<file path="config.mk">
export PLATFORM = sky130hd
export DESIGN_NAME = mips_fetch_unit
export DESIGN_NICKNAME = d
export VERILOG_FILES = /design/src/rtl/mips_fetch_unit.sv
export SDC_FILE = /design/constraint.sdc
export NUM_CORES = 1
export LEC_CHECK = 0
export CAP_MARGIN = 25
export CELL_PAD_IN_SITES_DETAIL_PLACEMENT = 2
export CELL_PAD_IN_SITES_GLOBAL_PLACEMENT = 2
export CORE_MARGIN = 8
export CORE_UTILIZATION = 35
export CTS_CLUSTER_DIAMETER = 200
export DETAILED_ROUTE_END_ITERATION = 6
export PLACE_DENSITY = 0.8
export SETUP_SLACK_MARGIN = 0.5
export SLEW_MARGIN = 20
export SYNTH_ARGS = -nofsm -noshare
export SYNTH_HDL_FRONTEND = slang
export SYNTH_SLANG_ARGS = --single-unit
export TNS_END_PERCENT = 30
</file>
<file path="constraint.sdc">
create_clock -name clk -period 3.7 [get_ports clk]
set_input_delay 0.74 -clock clk [delete_from_list [all_inputs] [get_ports clk]]
set_output_delay 0.74 -clock clk [all_outputs]
set_load 0.05 [all_outputs]
</file>
<file path="src/rtl/mips_fetch_unit.sv">
// mips_fetch_unit: instruction-fetch front end for the bus-based MIPS core.
// Issues single-outstanding reads on a wait-stated instruction bus, buffers
// fetched words in a small prefetch FIFO and presents {pc, instr} to decode
// over a valid/ready handshake. Redirects follow MIPS delay-slot semantics;
// fetching address HALT_ADDR drains the FIFO and then halts the core.
// Ports:
//   clk, reset (sync, active-high), clk_enable (0 = freeze)
//   active             : 1 while running, 0 once halted
//   instr_address/read : bus request (held stable while waitrequest=1)
//   instr_waitrequest  : bus stall; instr_readdata valid on completion
//   dec_valid/ready    : decode handshake; dec_pc/dec_instr = FIFO head
//   redirect_valid/target : taken branch/jump, target[1:0] ignored
module mips_fetch_unit #(
  parameter logic [31:0] RESET_VECTOR = 32'hBFC00000,
  parameter logic [31:0] HALT_ADDR    = 32'h00000000,
  parameter int unsigned FIFO_DEPTH   = 2
) (
  input  logic        clk,
  input  logic        reset,
  input  logic        clk_enable,
  output logic        active,
  output logic [31:0] instr_address,
  output logic        instr_read,
  input  logic        instr_waitrequest,
  input  logic [31:0] instr_readdata,
  output logic        dec_valid,
  input  logic        dec_ready,
  output logic [31:0] dec_pc,
  output logic [31:0] dec_instr,
  input  logic        redirect_valid,
  input  logic [31:0] redirect_target
);
  localparam int unsigned PW = (FIFO_DEPTH > 1) ? $clog2(FIFO_DEPTH) : 1;
  localparam int unsigned CW = $clog2(FIFO_DEPTH + 1);

  typedef enum logic [1:0] {RUN, DRAIN, HALTED} state_t;

  state_t          state, n_state;
  logic [31:0]     fetch_pc, n_fetch_pc;
  logic [31:0]     fifo_pc    [FIFO_DEPTH];
  logic [31:0]     fifo_instr [FIFO_DEPTH];
  logic [PW-1:0]   rd_ptr, wr_ptr, n_rd, n_wr;
  logic [CW-1:0]   count, n_count;
  logic            discard, n_discard;
  logic            redirect_pending, n_pending;
  logic [31:0]     pending_target, n_target;

  logic            complete, pop, in_flight, keep, issue;
  logic            flush_all, keep_head;
  logic [31:0]     tgt;
  logic            unused_tgt_lsbs;

  assign unused_tgt_lsbs = ^redirect_target[1:0];

  assign active    = (state != HALTED);
  assign dec_valid = (count != '0) && (state != HALTED);
  assign dec_pc    = fifo_pc[rd_ptr];
  assign dec_instr = fifo_instr[rd_ptr];

  function automatic logic [PW-1:0] ptr_inc(input logic [PW-1:0] p);
    if (p == PW'(FIFO_DEPTH - 1)) return '0;
    return p + 1'b1;
  endfunction

  always_comb begin
    complete   = instr_read & ~instr_waitrequest;
    pop        = dec_valid & dec_ready;
    in_flight  = instr_read & ~complete;
    keep       = complete & ~discard;
    tgt        = {redirect_target[31:2], 2'b00};
    n_fetch_pc = fetch_pc;
    n_discard  = discard & ~complete;
    n_pending  = redirect_pending;
    n_target   = pending_target;
    flush_all  = 1'b0;
    keep_head  = 1'b0;

    if (keep) begin
      // the delay-slot read of a pending redirect completes: jump now
      if (redirect_pending) begin
        n_fetch_pc = pending_target;
        n_pending  = 1'b0;
      end else begin
        n_fetch_pc = fetch_pc + 32'd4;
      end
    end

    if (redirect_valid && state != HALTED) begin
      if (count != '0) begin
        // delay slot is already buffered (the head, or the word popped now);
        // everything fetched after it, including any read on the bus, is dropped
        flush_all  = pop;
        keep_head  = ~pop;
        keep       = 1'b0;
        n_discard  = in_flight;
        n_pending  = 1'b0;
        n_fetch_pc = tgt;
      end else if (instr_read && !discard) begin
        // the read on the bus is the delay slot
        if (complete) begin
          n_fetch_pc = tgt;
          n_pending  = 1'b0;
        end else begin
          n_pending = 1'b1;
          n_target  = tgt;
        end
      end else if (fetch_pc == HALT_ADDR) begin
        // no delay slot can be fetched from the halt address
        n_fetch_pc = tgt;
        n_pending  = 1'b0;
      end else begin
        // the next read issued is the delay slot
        n_pending = 1'b1;
        n_target  = tgt;
      end
    end

    n_rd    = rd_ptr;
    n_wr    = wr_ptr;
    n_count = count;
    if (flush_all) begin
      n_rd    = ptr_inc(rd_ptr);
      n_wr    = ptr_inc(rd_ptr);
      n_count = '0;
    end else if (keep_head) begin
      n_wr    = ptr_inc(rd_ptr);
      n_count = CW'(1);
    end else begin
      if (pop)  n_rd = ptr_inc(rd_ptr);
      if (keep) n_wr = ptr_inc(wr_ptr);
      n_count = count + CW'(keep) - CW'(pop);
    end

    n_state = state;
    case (state)
      RUN: begin
        if (n_fetch_pc == HALT_ADDR && !in_flight && !n_pending) n_state = DRAIN;
      end
      DRAIN: begin
        if (redirect_valid && tgt != HALT_ADDR) n_state = RUN;
        else if (count == '0 && !redirect_pending) n_state = HALTED;
      end
      default: n_state = HALTED;
    endcase

    issue = (n_state == RUN) && !in_flight && (n_count < CW'(FIFO_DEPTH)) &&
            (n_fetch_pc != HALT_ADDR);
  end

  always_ff @(posedge clk) begin
    if (reset) begin
      state            <= RUN;
      fetch_pc         <= RESET_VECTOR;
      instr_address    <= RESET_VECTOR;
      instr_read       <= 1'b0;
      rd_ptr           <= '0;
      wr_ptr           <= '0;
      count            <= '0;
      discard          <= 1'b0;
      redirect_pending <= 1'b0;
      pending_target   <= '0;
      for (int unsigned i = 0; i < FIFO_DEPTH; i++) begin
        fifo_pc[i]    <= '0;
        fifo_instr[i] <= '0;
      end
    end else if (clk_enable) begin
      state            <= n_state;
      fetch_pc         <= n_fetch_pc;
      instr_read       <= in_flight | issue;
      if (issue) instr_address <= n_fetch_pc;
      rd_ptr           <= n_rd;
      wr_ptr           <= n_wr;
      count            <= n_count;
      discard          <= n_discard;
      redirect_pending <= n_pending;
      pending_target   <= n_target;
      if (keep) begin
        fifo_pc[wr_ptr]    <= instr_address;
        fifo_instr[wr_ptr] <= instr_readdata;
      end
    end
  end
endmodule

</file>
After elaboration in Yosys (flattened, before gate mapping)
Memories as Yosys holds them, arrays and structs flattened. A register that Yosys moved wholly into a read port is not among the register bits.
Index checks and enable logic that the tools add are counted.

operators by class
  add/subtract/negate cells = 5
  $mul = 0
  divide/modulo/power cells = 0
  order comparisons = 1
  equal/unequal tests = 5
  shift operators = 0
  multiplexer cells = 69
  bitwise logic cells = 11
  reduce and logical (&&, ||, !) cells = 30

operators by type and width
  operator                                             count
  two-way mux 32 bit                                   12
  logical NOT 32 bit                                   2
  OR reduction 32 bit                                  2
  two-way mux 1 bit                                    51
  adder 32 x 3 -> 32 bit, second input constant        1
  nonzero test 32 bit                                  1
  nonzero test 30 bit                                  1
  logical AND 1 bit                                    10
  two-way mux 2 bit                                    5
  != test 2 bit, second input constant                 4
  logical NOT 2 bit                                    3
  bitwise AND 1 bit                                    5
  inverter 1 bit                                       5
  AND reduction 5 bit                                  1
  logical NOT 1 bit                                    4
  one-hot mux 2 bit (2 select lines)                   1
  AND reduction 2 bit                                  2
  nonzero test 2 bit                                   2
  AND reduction 3 bit                                  1
  nonzero test 3 bit                                   1
  adder 1 bit, second input constant                   2
  adder 2 x 1 -> 2 bit                                 1
  equality test 2 x 1 -> 1 bit, second input constant  1
  less-than comparator 2 bit, second input constant    1
  2 further kinds                                      2

word-level totals
  register bits = 105
  latch bits = 0
  memory bits (writable) = 128
  memory bits (read-only) = 0
  memories = 2

memory list
  name        words  width  read ports  clocked after memory_dff  write ports  RTL line  RTL
  fifo_instr  2      32     1           1                         2            41        logic [31:0] fifo_instr [FIFO_DEPTH];
  fifo_pc     2      32     1           1                         2            40        logic [31:0] fifo_pc [FIFO_DEPTH];

Longest topological paths before layout
Gate-level depths: netlist of the first run.

  depth after elaboration = 18
  mapped depth = 13
  mapped depth without buffers = 12

Worst setup path before layout of the first run
Ideal clock, no wire load.

  path kind = register to register
  start = reg instr_read
  end = mem fifo_instr[1][0], enable pin
  setup time = 0.394 ns
  arrival time = 3.041 ns
  required time = 3.306 ns
  path slack = 0.265 ns
  cell stages (with the launch flop) = 9
  buffers on the path = 3
  clock period less this slack = 3.435 ns
  cells stage by stage = dfxtp_1 nor3b_2 buf_2 buf_2 nand2_1 inv_1 and4_1 clkbuf_1 or2_2

RTL lines
  item                    RTL line  RTL
  from (decl)             23        output logic instr_read,
  from (signal assigned)  169       instr_read <= in_flight | issue;
  to (decl)               41

Final worst setup path of the first run
  start = reg fetch_pc[2]
  end = reg instr_address[1]

on the way
  word-level cells in the longest chain between the ends = 17

ends and longest elaborated chain
  item                                          RTL line  RTL
  from (decl)                                   39        logic [31:0] fetch_pc, n_fetch_pc;
  from (signal assigned)                        168       fetch_pc <= n_fetch_pc;
  adder 32 x 3 -> 32 bit                        84        n_fetch_pc = fetch_pc + 32'd4;
  two-way mux 32 bit                            80        if (redirect_pending) begin
  two-way mux 32 bit                            78        if (keep) begin
  two-way mux 32 bit, on equally long branches  107, 100
  two-way mux 32 bit                            98        end else if (instr_read && !discard) begin
  two-way mux 32 bit                            89        if (count != '0) begin
  two-way mux 32 bit                            88        if (redirect_valid && state != HALTED) begin
  logical NOT 32 bit                            137       if (n_fetch_pc == HALT_ADDR && !in_flight && !n_pending) n_state = DRAIN;
  logical AND 1 bit (2 in a row)                137
  two-way mux 2 bit                             137
  one-hot mux 2 bit (2 select lines)            135       case (state)
  logical NOT 2 bit                             146       issue = (n_state == RUN) && !in_flight && (n_count < CW'(FIFO_DEPTH)) &&
  logical AND 1 bit (3 in a row)                146
  AND reduction 2 bit (no source line)          n/a
  to (signal assigned)                          170       if (issue) instr_address <= n_fetch_pc;
  to (decl)                                     22        output logic [31:0] instr_address,

Parallel ways exist; a longest one is shown, timed or not.
A chain may end at the register's enable or synchronous reset.

==> results of run 1 <==
through the flow:
stage | hold slack, ps | power [uW] | cells | setup TNS [ps]
after global placement | 468 | 4600 | 1748 | -2800
final | 491 | 7530 | 1821 | 0
after floorplan | 454 | 3950 | 1107 | 0
after CTS | 505 | 7480 | 1808 | 0
after global routing | 531 | 7760 | 1820 | 0
after detailed placement | 489 | 4680 | 1748 | -7290
synthesized netlist by cell type (all sizes together), types with 3 or more instances:
library cell	instances	area share [%]
nor2b	19	1.0
inv	11	0.35
o31a	3	0.23
xor2	3	0.23
a211oi	29	1.9
and2	137	7.4
nand4b	3	0.23
a221oi	3	0.23
a21oi	38	1.7
a311oi	6	0.45
mux2	83	8.5
edfxtp	128	33
and3	11	0.59
o22ai	8	0.43
nand3	23	1.1
ha	4	0.43
nor4	24	1.6
o21ai	22	0.95
nor3	22	1.1
buf	22	0.98
nand4	19	1.1
or2	9	0.48
clkbuf	59	1.9
nand2b	5	0.27
a22oi	3	0.19
and4	7	0.55
a21o	3	0.26
o211ai	5	0.32
dfxtp	104	18
o21a	3	0.19
a31oi	4	0.21
mux2i	64	5.5
nor2	144	4.6
nand2	48	1.6
worst reg2reg max path: stages (launching register included):
cell and delay, ps:
dfxtp_4 380, inv_2 80, ha_1 150, nor4b_4 220, nand4_1 200, o31ai_4 410, nand2_4 130, mux2_4 350
nor4_4 300, and4_4 330, a21o_4 220, buf_6 160, mux2i_2 280
power by group:
part,internal (uW),leakage (uW),switching [uW]
combinational,710,0.00368,1070
clock,1600,0.000444,1140
sequential,2870,0.00218,148
final timing paths:
check | from | end | slack, ps | cells after the start
min | pending_target[7] | pending_target[7] | 490 | 2
max reg2reg | fetch_pc[2] | instr_address[1] | 400 | 12
min reg2reg | pending_target[7] | pending_target[7] | 490 | 2
max | fetch_pc[2] | instr_address[1] | 400 | 12
metal layers:
layer / up-vias / track usage (%) / part of all wire, %
met5: - / 0 / 0
met4: 0 / 8.49 / 3.4
met3: 108 / 4.21 / 6.0
met2: 339 / 40.1 / 49
met1: 5170 / 29.1 / 42
li1: 4486 / - / -
final cells by class:
| cell class | instances | area [sq um] | area share, % |
|---|---|---|---|
| multi-input cells | 782 | 5600 | 35.2 |
| repair buffers | 298 | 2820 | 17.8 |
| clock inverters | 6 | 80.1 | 0.504 |
| clock buffers | 46 | 828 | 5.21 |
| flip-flops and latches | 232 | 5960 | 37.5 |
| inverters | 13 | 52.6 | 0.330 |
| well taps | 442 | 553 | 3.48 |
| diodes | 2 | 5.00 | 0.0315 |
cell usage in the layout (no fill, tap or decap), types with 26 or more instances in the layout:
master | netlist | layout
mux2_2 | 64 | 64
dfxtp_1 | 104 | 84
mux2i_1 | 64 | 62
a211oi_1 | 29 | 26
a21oi_1 | 37 | 35
clkbuf_16 | 0 | 29
and2_1 | 137 | 136
edfxtp_1 | 128 | 128
clkdlybuf4s50_1 | 0 | 158
nor2_1 | 144 | 141
buf_4 | 0 | 115
nand2_1 | 47 | 47
cell families after synthesis:
family | after synthesis | share of synthesized area [%]
buffers and inverters | 94 | 3.31
adder cells (fa/ha/maj) | 4 | 0.430
AO/OA/AOI/OAI | 145 | 8.60
flip-flops | 232 | 50.9
multiplexers | 147 | 14.0
XOR/XNOR | 3 | 0.226
AND/OR/NAND/NOR | 482 | 22.5
sequential cells by signal, indices dropped and copies added, names as in the netlist, named ones only:
signal            cells
count                 2
discard               1
fetch_pc             32
fifo_instr           64
fifo_pc              64
instr_address        32
instr_read            1
pending_target       30
rd_ptr                1
redirect_pending      1
state                 2
wr_ptr                1
what timing repair did:
item                       4_1_cts  5_1_grt
buffers inserted                 6       10
pin swaps                        7       17
setup endpoints to repair       82       73
resized for setup               34       55
hold buffers                     0        0
cloned                           2        1
==> run_results.csv, run 1 <==
group,metric,value,unit
timing,setup_viol,0,
grt,grt_pass1_vias,11100,
clocking,htree_levels,1,
finish,fillers,3244,
place,port_buffers,166,
yosys,synth_cell_types,76,
finish,drive_above_1_share,24.8,%
yosys,yosysSeqAreaShare,50.9,%
route,drc_errors,0,
setup_path,path_delay_family,"simple AND/OR/NAND/NOR gates",
yosys,syn-cell-area,0.0116,sq mm
place,place_ws,-333,ps
setup_path,endpoint_kind,"flop",
timing,fin_skew,18.0,ps
route,vias,10100,
floorplanning,ios,169,
clocking,clk_pin_slew,60,ps
timing,final_hold_viol_count,0,
grt,grt_max_degree,65,
clocking,cts_sinks,232,
yosys,synth_nets,1181,
setup_path,slowest_stage,"o31ai_4",
clocking,insertion_delay,580,ps
timing,slew_viol_final,0,
timing,fmax,0.303,GHz
yosys,synthFlopType,"edfxtp_1",
setup_path,arrival,3780,ps
clocking,cts_made_buffers,28,
finish,final_util,48.7,%
timing,period_share,89.2,%
timing,worst_slack,401,ps
yosys,ys_ff_latch,232,
place,hpwl,32.0,mm
yosys,syn_avg_cell_area,10.5,sq um
clocking,cts_buffer_depth,3,
min_path,hold_path.class,"reg2reg",
run_status,status,"completed",
pwr,ir_drop,0.355,mV
clocking,cts_tree,"built",
pwr,p_leak,0.00631,uW
grt,grt_pass1_wl,70.9,mm
floorplanning,die_area,0.0393,sq mm
timing,rsz0062_at_grt,"yes",
grt,antenna_found_initial,1,
yosys,synthesis.instances,1107,
place,place_congestion,0.905,
finish,syn2layout_area_growth,36.6,%
finish,stdcell_area,0.0159,sq mm
setup_path,cp_num_buf_inv,2,
setup_path,cp_data_required_time,4180,ps
floorplanning,core,0.0326,sq mm
timing,slew_headroom,51.6,%
setup_path,crit_path_max_incr_delay,410,ps
timing,tightest_slew,726,ps
floorplanning,core.rowCount,66,
yosys,synth_edf_count,128,
route,wirelength,49.3,mm
floorplanning,start_util,35.7,%
yosys,yosys_warnings,0,
setup_path,crit_type,"reg2reg",
timing,fin_crit,3300,ps
route,vias_per_cell,5.55,
setup_path,crit_chain,"inv_2, ha_1, nor4b_4, nand4_1, o31ai_4, nand2_4, mux2_4, nor4_4, and4_4, a21o_4, buf_6, mux2i_2",
route,ant_nets,0,
yosys,postSynth.asyncResetShare,0,%
floorplanning,die_x,198,microns
pwr,p_per_area,474,mW/mm^2
route,first_pass_iters,5,
finish,nNetsFinal,1429,
clocking,cts-root-buf,"clkbuf_16",
flow_run,maxCapViolations,0,
route,wl_per_cell,27.0,microns
route,drtIter0Drc,499,
floorplanning,die_y,198,microns
setup_path,worstPathMaxFanout,6,
setup_path,start_kind,"flop",
place,postPlaceCellArea,0.0145,sq mm
grt,grt_usage,23.4,%
grt,globalRouteOverflowTotal,0,
(Power assumes the default switching activity.)
==> inputs of run 2 (changes only) <==
--- a/config.mk
+++ b/config.mk
@@ -10,7 +10,7 @@
 export CELL_PAD_IN_SITES_GLOBAL_PLACEMENT = 2
 export CORE_MARGIN = 8
 export CORE_UTILIZATION = 35
-export CTS_CLUSTER_DIAMETER = 200
+export CTS_CLUSTER_DIAMETER = 30
 export DETAILED_ROUTE_END_ITERATION = 6
 export PLACE_DENSITY = 0.8
 export SETUP_SLACK_MARGIN = 0.5
==> run_results.csv, run 2 (synthesis gave the netlist of run 1 again) <==
group,metric,value,unit
run_status,status,"completed",
timing,tightest_slew,758,ps
floorplanning,ios,169,
route,wl_per_cell,37.0,microns
finish,final_cell_mix,"144 x nor2_1, 143 x clkdlybuf4s50_1, 135 x and2_1",
min_path,hold_path.class,"reg2reg",
clocking,cts_tree,"built",
route,first_pass_iters,5,
grt,antenna_found_initial,5,
flow_run,maxCapViolations,0,
finish,drive_above_1_share,29.0,%
timing,setup_viol,0,
floorplanning,die_y,198,microns
setup_path,worstPathMaxFanout,6,
route,vias,11600,
timing,slew_headroom,49.5,%
place,place_congestion,0.905,
timing,slew_viol_final,0,
clocking,clk_pin_slew,60,ps
finish,reg_top3,"fifo_instr: 64 flops, fifo_pc: 64 flops",
timing,period_share,96.0,%
setup_path,crit_path_max_incr_delay,410,ps
setup_path,slowest_stage,"o31ai_4",
grt,grt_max_degree,65,
timing,rsz0062_at_grt,"yes",
clocking,cts_made_buffers,60,
floorplanning,core.rowCount,66,
pwr,p_leak,0.00713,uW
setup_path,cp_data_required_time,4240,ps
setup_path,timing.rr.end,"instr_address[0]",
min_path,min_to,"pending_target[7]",
setup_path,endpoint_kind,"flop",
grt,globalRouteOverflowTotal,0,
grt,grt_usage,30.4,%
clocking,cts_buffer_depth,3,
place,hpwl,32.0,mm
place,place_ws,-333,ps
min_path,min-delay-start,"pending_target[7]",
place,port_buffers,166,
setup_path,crit_top_cell,"buf_4",
timing,worst_slack,149,ps
clocking,cts_sinks,232,
clocking,insertion_delay,630,ps
min_path,hold_path_depth,2,
setup_path,crit_chain,"inv_4, ha_4, nor4b_4, nand4_1, o31ai_4, buf_4, and2_4, buf_6, nand4_1, o41ai_4, buf_4, and4_4, buf_4, buf_4, a21o_4, buf_4, mux2i_1",
finish,final_common_cell,"nor2_1",
finish,nNetsFinal,1466,
route,ant_nets,0,
timing,final_hold_viol_count,0,
clocking,cts-root-buf,"clkbuf_16",
floorplanning,start_util,35.7,%
route,drc_errors,0,
setup_path,worstReg2RegStart,"fetch_pc[3]",
floorplanning,core,0.0326,sq mm
timing,fmax,0.282,GHz
finish,syn2layout_area_growth,48.3,%
setup_path,r2r_slack,150,ps
timing,fin_skew,72.9,ps
floorplanning,die_area,0.0393,sq mm
route,wirelength,69.9,mm
pwr,ir_drop,0.463,mV
pwr,p_per_area,617,mW/mm^2
setup_path,arrival,4090,ps
setup_path,start_kind,"flop",
floorplanning,die_x,198,microns
setup_path,worstRegToRegCells,17,
grt,grt_pass1_vias,11900,
timing,setup_tns,0,ps
route,vias_per_cell,6.14,
timing,fin_crit,3550,ps
route,drtIter0Drc,1060,
setup_path,crit_type,"reg2reg",
pwr,finalPower,10700,uW
clocking,htree_levels,2,
grt,grt_pass1_wl,88.4,mm
clocking,hold_buffers,0,
run 2: cell count changes in the layout (fill, tap and decap cells not counted), moves of 4 or more:
| cell | change |
|---|---|
| dlymetal6s2s_1 | +18 |
| nor4_2 | +4 |
| buf_4 | +4 |
| bufinv_16 | +6 |
| clkinv_4 | +5 |
| clkbuf_1 | -6 |
| clkbuf_16 | +33 |
| clkdlybuf4s50_1 | -15 |
| clkinvlp_4 | +10 |
| clkinv_2 | +10 |
| nor4_1 | -5 |
run 2: repair_timing:
item,4_1_cts,5_1_grt
endpoints found under the hold margin,0,0
setup buffers,4,17
endpoints found under the setup margin,83,89
cloned,2,1
resized for setup,39,85
pin swaps,8,15
run 2: how the worst max path moves through the flow:
stage / start / end / depth (start not counted)
after CTS: flop / dec_pc[9] / 3
final: fetch_pc[3] / instr_address[0] / 17
after global routing: fetch_pc[7] / instr_address[0] / 15
after global placement: instr_waitrequest / instr_address[3] / 12
after detailed placement: instr_waitrequest / instr_address[1] / 14
after floorplan: instr_read / fifo_instr[0][0] / 7
run 2: final cells by class:
type | instances | area, sq um
sequential | 232 | 5970
clock inverter | 43 | 480
inverter | 13 | 55.1
clock buffer | 70 | 1590
fill | 3105 | 15400
timing repair buffer | 303 | 2930
tap | 442 | 553
antenna | 4 | 10.0
multi-input combinational | 782 | 5680
run 2: layer usage:
metal	global-route usage [%]	part of all wire, %	vias to the layer above
li1	-	-	4597
met1	35.9	36	5931
met2	53.4	49	775
met3	6.21	8.5	298
met4	12.3	6.7	4
met5	0	0.030	-
run 2: critical path, delay by kind of cell (launching register included):
kind / cells / cell delay (ps)
buffers and inverters: 7 / 910
multiplexers: 1 / 230
adder cells (fa/ha/maj): 1 / 140
AND/OR/NAND/NOR: 5 / 1090
AO/OA/AOI/OAI: 3 / 670
flip-flops: 1 / 390
run 2: through the flow:
step           hold slack [ps]  area [sq um]  cells  utilization (%)
2_1_floorplan              454         11600   1107                -
3_3_place_gp               468         14500   1748             44.5
3_5_place_dp               489         14500   1748             44.5
4_1_cts                    499         16800   1867             51.5
5_1_grt                    529         17300   1886             52.9
6_report                   492         17300   1889             52.9
run 2: power breakdown:
| part | internal [uW] | leakage (uW) | switching (uW) |
|---|---|---|---|
| clock network | 3580 | 0.000987 | 2030 |
| logic | 742 | 0.00397 | 1240 |
| registers | 2870 | 0.00218 | 191 |
